## config.mk

```make
export PLATFORM = sky130hd
export DESIGN_NAME = seven_seg_scan
export DESIGN_NICKNAME = d
export VERILOG_FILES = /design/src/rtl/seven_seg_pkg.sv /design/src/rtl/hex_to_seg.sv /design/src/rtl/seven_seg_scan.sv
export SDC_FILE = /design/constraint.sdc
export NUM_CORES = 1
export LEC_CHECK = 0
export ABC_AREA = 1
export CAP_MARGIN = 20
export CELL_PAD_IN_SITES_DETAIL_PLACEMENT = 1
export CELL_PAD_IN_SITES_GLOBAL_PLACEMENT = 1
export CORE_MARGIN = 2
export CORE_UTILIZATION = 45
export DETAILED_ROUTE_END_ITERATION = 10
export PLACE_DENSITY = 0.86
export SYNTH_ARGS = -nofsm -noshare
export SYNTH_HDL_FRONTEND = slang
export SYNTH_SLANG_ARGS = --single-unit
```

## constraint.sdc

```tcl
create_clock -name clk -period 5.5 [get_ports clk]
set_input_delay 0.825 -clock clk [delete_from_list [all_inputs] [get_ports clk]]
set_output_delay 0.825 -clock clk [all_outputs]
set_load 0.01 [all_outputs]
```

## src/rtl/seven_seg_pkg.sv

```systemverilog
// Shared types, constants and the hex-to-segment table for the seven-segment scanner.
// Segment words are active-low, bit order {g,f,e,d,c,b,a}.
package seven_seg_pkg;

    typedef logic [1:0] digit_idx_t;
    typedef logic [6:0] seg_t;

    localparam seg_t       SEG_OFF = 7'h7F;
    localparam logic [3:0] AN_OFF  = 4'hF;

    function automatic seg_t hex_to_seg_f(input logic [3:0] nibble);
        seg_t seg;
        case (nibble)
            4'h0:    seg = 7'b1000000;
            4'h1:    seg = 7'b1111001;
            4'h2:    seg = 7'b0100100;
            4'h3:    seg = 7'b0110000;
            4'h4:    seg = 7'b0011001;
            4'h5:    seg = 7'b0010010;
            4'h6:    seg = 7'b0000010;
            4'h7:    seg = 7'b1111000;
            4'h8:    seg = 7'b0000000;
            4'h9:    seg = 7'b0010000;
            4'hA:    seg = 7'b0001000;
            4'hB:    seg = 7'b0000011;
            4'hC:    seg = 7'b1000110;
            4'hD:    seg = 7'b0100001;
            4'hE:    seg = 7'b0000110;
            default: seg = 7'b0001110;
        endcase
        return seg;
    endfunction

endpackage

```

## src/rtl/hex_to_seg.sv

```systemverilog
// Combinational hex nibble to active-low segment decoder.
// Latency: 0 cycles; no backpressure, pure function of the input.
module hex_to_seg
    import seven_seg_pkg::*;
(
    input  logic [3:0] nibble,
    output seg_t       seg
);

    assign seg = hex_to_seg_f(nibble);

endmodule

```

## src/rtl/seven_seg_scan.sv

```systemverilog
// Four-digit multiplexed common-anode driver with shadow/active value registers and per-slot blanking.
// Latency: outputs registered, 1 cycle behind scan state; no backpressure, load is a fire-and-forget strobe.
module seven_seg_scan
    import seven_seg_pkg::*;
#(
    parameter int TICKS_PER_DIGIT = 100_000,
    parameter int BLANK_TICKS     = 1_000
)(
    input  logic        clk,
    input  logic        reset,
    input  logic [15:0] value,
    input  logic [3:0]  dp_in,
    input  logic [3:0]  blank_in,
    input  logic        load,
    output logic [3:0]  anodes,
    output seg_t        segments,
    output logic        dp,
    output logic        frame_start
);

    localparam int CW = $clog2(TICKS_PER_DIGIT);
    typedef logic [CW-1:0] cnt_t;

    cnt_t        cnt;
    digit_idx_t  dig;
    logic        pending;
    logic [15:0] shd_value, act_value;
    logic [3:0]  shd_dp, act_dp;
    logic [3:0]  shd_blank, act_blank;

    logic        wrap;
    logic        swap;
    logic [3:0]  an_nxt;
    seg_t        seg_dec;
    seg_t        seg_nxt;
    logic        dp_nxt;

    assign wrap = (cnt == cnt_t'(TICKS_PER_DIGIT - 1));
    assign swap = wrap && (dig == 2'd3);

    always_ff @(posedge clk or posedge reset) begin
        if (reset) begin
            cnt       <= '0;
            dig       <= '0;
            pending   <= 1'b0;
            shd_value <= '0;
            shd_dp    <= '0;
            shd_blank <= '0;
            act_value <= '0;
            act_dp    <= '0;
            act_blank <= '0;
        end else begin
            cnt <= wrap ? '0 : cnt + 1'b1;
            if (wrap) begin
                dig <= dig + 1'b1;
            end
            // Active reads the pre-edge shadow, so a load landing on the swap edge waits a frame.
            if (swap && pending) begin
                act_value <= shd_value;
                act_dp    <= shd_dp;
                act_blank <= shd_blank;
            end
            if (load) begin
                shd_value <= value;
                shd_dp    <= dp_in;
                shd_blank <= blank_in;
                pending   <= 1'b1;
            end else if (swap) begin
                pending   <= 1'b0;
            end
        end
    end

    hex_to_seg u_dec (
        .nibble (act_value[{dig, 2'b00} +: 4]),
        .seg    (seg_dec)
    );

    always_comb begin
        an_nxt = AN_OFF;
        if (cnt >= cnt_t'(BLANK_TICKS) && !act_blank[dig]) begin
            an_nxt[dig] = 1'b0;
        end
        seg_nxt = (an_nxt == AN_OFF) ? SEG_OFF : seg_dec;
        dp_nxt  = (an_nxt == AN_OFF) ? 1'b1 : ~act_dp[dig];
    end

    always_ff @(posedge clk or posedge reset) begin
        if (reset) begin
            anodes      <= AN_OFF;
            segments    <= SEG_OFF;
            dp          <= 1'b1;
            frame_start <= 1'b0;
        end else begin
            anodes      <= an_nxt;
            segments    <= seg_nxt;
            dp          <= dp_nxt;
            frame_start <= swap;
        end
    end

endmodule

```

==> flow_summary.ini, run 1 <==
[run_status]
status = complete, no violations

[timing]
tns_ns = 0
skew_ns = 0.01127
fmax_ghz = 0.4142
slew_violations = 0
period_minus_slack_ns = 2.415
setup_viol = 0
tightest_slew_ns = 0.8738
rsz0062_at_grt = no
slew-limit-headroom_pct = 41.74
period_share_pct = 43.90
timing.final.hold_violations = 0

[synthesis]
synth-edff-count = 0
yosysMostFrequentCell = nand2_1
ys_seq_elements = 81
ys_top_cells_by_count = 213 x nand2_1, 69 x dfrtp_1, 47 x nand3_1
synth.avg_cell_area_um2 = 8.216
yosysWarnings = 0
netlist.area_leader.share_pct = 44.24
ys_seq_area_share_pct = 52.32
synth_top_area_cell = dfrtp_1
syn-instance-count = 475
synth_area_leaders = dfrtp_1 44%, nand2_1 20%, dfstp_2 8.1%
synth_cell_type_count = 26
synth_fp_nets = 514
ys_async_sr_fraction_pct = 100.0
synth_area_um2 = 3902
synthFlopType = dfrtp_1

[global_routing]
gr-total-overflow = 0
grt_use_total_pct = 20.83
grt_pass1_vias = 3374
grt_pass1_wl_mm = 15.88
grt_max_degree = 42
grt_antenna_before_repair = 0

[power]
intPower_uw = 892.0
switching_share_pct = 22.79
p_per_area_nw_per_um2 = 253.0
power_frac_seq_pct = 53.8
ir_worst_vdd_mv = 0.1091
pwr-share-clk_pct = 41.7
p_switching_uw = 263.3
power_uw = 1155
pwr-share-comb_pct = 4.5
p_leak_uw = 0.002360

[clock_network]
clkTransAtPathRegs_ns = 0.08
cts_made_buffers = 9
cts_max_level = 3
post_cts_buffers = 0
cts_max_path_buffers = 2
clock_latency_ns = 0.36
clkSinkCount = 81
cts_tree = done
ctsRootBufferMaster = clkbuf_8
post_cts_resized = 0
holdBufCountCts = 0

[min_path]
min_from = act_blank[3]
min_path_type = reg -> reg

[floorplan]
start_util_pct = 47.02
die_h_um = 97.13
core-area_um2 = 8299
die_w_um = 97.13
dieArea_um2 = 9433
row_count = 33
ioPinCount = 40

[critical_path]
r2r_start = dig[0]
critPathLaunch = dig[0]
worstSetupEndpointType = register
crit_fanout = 15
crit_path_start_kind = register
worst_ep_required_time_ns = 5.78
critPathKind = reg -> reg
cp.arrival_ns = 2.69

[route]
first_pass_iters = 4
drt_iter0_markers = 114
vias_per_cell = 5.069
post-route-drc-count = 0
num_vias = 3153
routedWlPerCell_um = 14.68
drt_wl_total_mm = 9.133
ant_nets = 0

[run]
cap_violations = 0

[finish]
area_delta_synth_final_pct = 17.02
drive_gt1_share_pct = 8.511
num-nets-final = 551
fin_area_um2 = 4567
diodes = 0

[place]
gp_congestion = 0.8256
io_buffers = 39
post_dp_cell_area_um2 = 4347
dp_hpwl_mm = 6.614
==> worst paths after layout <==
path                                end  slack [ns]  cells past startpoint
min in group asynchronous        cnt[9]        0.97                      2
hold reg to reg            act_blank[3]        0.49                      2
hold / removal             act_blank[3]        0.49                      2
setup / recovery            segments[0]        3.09                     12
max in group asynchronous   segments[1]        3.50                      3
setup reg to reg            segments[0]        3.09                     12
==> sequential cells by signal (all words and copies together), names as in the netlist <==
name	cells
act_blank	4
act_dp	4
act_value	16
anodes	4
cnt	17
dig	2
dp	1
frame_start	1
pending	1
segments	7
shd_blank	4
shd_dp	4
shd_value	16
==> power groups by stage <==
stage / combinational [uW] / clock (uW) / sequential [uW]
finish: 51.6 / 482 / 622
global placement: 50.2 / 0 / 632
floorplan: 26.7 / 0 / 629
CTS: 53.3 / 496 / 622
detailed placement: 52.8 / 0 / 633
global route: 60.0 / 518 / 623
==> layer usage <==
metal | share of wire (%) | vias to the layer above | track usage, %
met5 | 0 | - | 0
met4 | 1.3 | 0 | 6.609
met3 | 3.0 | 12 | 3.597
met2 | 52 | 53 | 38.25
met1 | 44 | 1547 | 24.73
li1 | - | 1541 | -
==> stage by stage <==
stage / utilization (%) / setup slack, ns / hold WS [ns] / std cells
6_report: 55.03 / 3.085 / 0.4871 / 622
5_1_grt: 55.03 / 2.815 / 0.5164 / 622
4_1_cts: 55.03 / 3.065 / 0.4891 / 622
3_5_place_dp: 52.37 / 2.986 / 0.4631 / 606
3_3_place_gp: 52.37 / 3.056 / 0.4597 / 606
2_1_floorplan: - / 2.615 / 0.4425 / 475
==> layout by cell type (no fill, tap or decap) <==
cell and n:
nor2_4 2, nor3_1 3, nor3_2 1, clkbuf_8 9
o22ai_1 1, clkinvlp_4 2, a21boi_0 1, nand3_4 2
inv_2 6, o211ai_1 2, ha_1 12, a21oi_1 3
o21ai_0 6, nand2_1 213, nand3_1 47, dfstp_2 12
dfrtp_1 69, xor2_1 9, nor4_1 1, inv_1 30
xnor2_1 2, clkdlybuf4s50_1 39, nor2_8 2, clkinv_4 2
nand2_2 3, nand4_1 4, buf_4 1, nor2_1 30
bufinv_16 2, clkbuf_1 1
==> cells by family (layout without fill, tap and decap cells) <==
family                   count (synthesis)  count (layout)  synth area share, %
AND/OR/NAND/NOR                        308             308                33.83
buffers and inverters                   50              92                5.643
AO/OA/AOI/OAI                           13              13                1.892
flip-flops                              81              81                52.32
XOR/XNOR                                11              11                2.469
adder cells (fa/ha/maj)                 12              12                3.847
==> worst max-delay path, stage by stage, from the launching register on <==
cell and delay [ns]:
dfrtp_1 0.67, inv_1 0.38, nand2_1 0.17, nand3_1 0.09
nand2_1 0.22, inv_1 0.14, ha_1 0.28, nand3_1 0.12
nand2_1 0.06, nand2_1 0.06, nand2_1 0.05, inv_1 0.05
nand2_1 0.05
==> layout make-up <==
class / count / area, um^2
Fill cell: 1001 / 3732
Sequential cell: 81 / 2042
Multi-Input combinational cell: 344 / 1640
Timing Repair Buffer: 40 / 397.9
Inverter: 36 / 135.1
Tap cell: 105 / 131.4
Clock buffer: 10 / 127.6
Clock inverter: 6 / 92.59
Note: power is estimated with default switching activity, not from simulation.
==> inputs of run 2 (changes only) <==
- CORE_UTILIZATION: 45 -> 42
- PLACE_DENSITY: 0.86 -> 0.82
- clock period: 5.5 -> 2.3 ns (I/O delays scaled with it)
==> run 2 against run 1 <==
Sequential cell count stayed put. Critical endpoint unchanged. Setup slack got worse by 2.7 ns. Clock skew increased by 0.0037 ns. Worst hold slack lost 0.035 ns. Wire length down 2.9%. Critical path depth up 1. Sequential power up 140%.
==> flow_summary.ini, run 2 (synthesis results as in run 1) <==
[clock_network]
clkTransAtPathRegs_ns = 0.09
ctsRootBufferMaster = clkbuf_8
clock_latency_ns = 0.36
post_cts_resized = 0
cts_max_path_buffers = 2
cts_made_buffers = 9
cts_tree = done
cts_max_level = 3
clkSinkCount = 81
post_cts_buffers = 0
holdBufCountCts = 0

[global_routing]
grt_max_degree = 82
grt_pass1_wl_mm = 15.81
grt_use_total_pct = 19.87
grt_pass1_vias = 3389
grt_antenna_before_repair = 0
gr-total-overflow = 0

[timing]
tns_ns = 0
slew_violations = 0
rsz0062_at_grt = no
setup_viol = 0
tightest_slew_ns = 0.6382
slew-limit-headroom_pct = 57.06
fmax_ghz = 0.5220
period_share_pct = 83.28
setup_ws_ns = 0.3844
period_minus_slack_ns = 1.916
timing.final.hold_violations = 0
skew_ns = 0.01501

[critical_path]
cp.arrival_ns = 2.21
worstSetupEndpointType = register
r2r_setup_slack_ns = 0.38
r2r_start = dig[0]
worst_ep_required_time_ns = 2.60
r2r_cells = 13
r2r_end = segments[0]
crit_fanout = 15
crit_path_start_kind = register
critPathKind = reg -> reg

[route]
post-route-drc-count = 0
routedWlPerCell_um = 14.05
first_pass_iters = 4
drt_wl_total_mm = 8.866
num_vias = 3154
ant_nets = 0
vias_per_cell = 4.998
drt_iter0_markers = 124

[finish]
layout_common_cells = 213 x nand2_1, 69 x dfrtp_1, 47 x nand3_1
fin_area_um2 = 4614
fillCellCount = 1114
final_cell_count_no_fill = 631
layout_commonest_cell = nand2_1
largest-register = cnt
area_delta_synth_final_pct = 18.24
drive_gt1_share_pct = 9.231
num-nets-final = 555
diodes = 0
top_regs = cnt: 17 flops, act_value: 16 flops, shd_value: 16 flops
largest_reg_flops = 17

[floorplan]
row_count = 35
ioPinCount = 40
die_w_um = 100.4
dieArea_um2 = 10080
core-area_um2 = 9109
start_util_pct = 42.84
die_h_um = 100.4

[place]
io_buffers = 39
gp_congestion = 0.8896
place_ws_ns = 0.4041
post_dp_cell_area_um2 = 4400
place_inst = 616
dp_hpwl_mm = 6.442

[power]
ir_worst_vdd_mv = 0.2856
pwr-share-clk_pct = 41.9
pwr-share-comb_pct = 4.6
p_per_area_nw_per_um2 = 600.2
intPower_uw = 2133
power_frac_seq_pct = 53.6
p_leak_uw = 0.002382
p_switching_uw = 636.6
power_uw = 2770
switching_share_pct = 22.98

[min_path]
min_path_type = in -> async

[run_status]
status = complete, no violations

[run]
cap_violations = 0
run 2: worst max-delay path: stages (launching register included):
cell,delay [ns]
dfrtp_1,0.38
buf_4,0.18
inv_1,0.18
nand2_1,0.09
nand3_1,0.08
nand2_1,0.15
inv_1,0.16
ha_1,0.24
nand3_1,0.13
nand2_1,0.09
nand2_1,0.05
nand2_1,0.06
inv_1,0.03
nand2_1,0.04
run 2: power by group through the flow:
stage / Clock, uW / Combinational, uW / Sequential [uW]
6_report: 1160 / 127 / 1480
5_1_grt: 1260 / 147 / 1490
3_3_place_gp: 0 / 127 / 1510
3_5_place_dp: 0 / 132 / 1510
4_1_cts: 1190 / 132 / 1480
2_1_floorplan: 0 / 64.2 / 1500
run 2: metal layers:
| layer | GRT usage (%) | up-vias | part of all wire [%] |
|---|---|---|---|
| met3 | 3.830 | 16 | 3.1 |
| met2 | 33.56 | 55 | 50 |
| met4 | 7.587 | 0 | 1.9 |
| li1 | - | 1567 | - |
| met5 | 0 | - | 0 |
| met1 | 25.29 | 1516 | 45 |
run 2: through the flow:
stage / hold slack [ns] / utilization, %
after floorplan: 0.4425 / -
after global placement: 0.4589 / 48.31
after CTS: 0.4668 / 50.66
final: 0.4526 / 50.66
after detailed placement: 0.4633 / 48.31
after global routing: 0.4951 / 50.66
run 2: how the worst max path moves through the flow:
stage / startpoint / end / slack (ns) / cells after the start
after floorplan: dig[0] / segments[0] / 0.61 / 13
after global placement: dig[0] / segments[0] / 0.50 / 12
after detailed placement: cnt[0] / act_dp[1] / 0.40 / 8
after CTS: cnt[0] / act_dp[1] / 0.38 / 8
after global routing: dig[0] / segments[0] / 0.17 / 13
final: dig[0] / segments[0] / 0.38 / 13
run 2: layout make-up:
cell class | instances | area [um^2] | share of cell area, %
flip-flops and latches | 81 | 2042 | 44.25
well taps | 111 | 138.9 | 3.010
clock buffers | 9 | 123.9 | 2.684
inverters | 36 | 138.9 | 3.010
multi-input cells | 344 | 1640 | 35.55
clock inverters | 6 | 90.09 | 1.952
repair buffers | 44 | 440.4 | 9.544
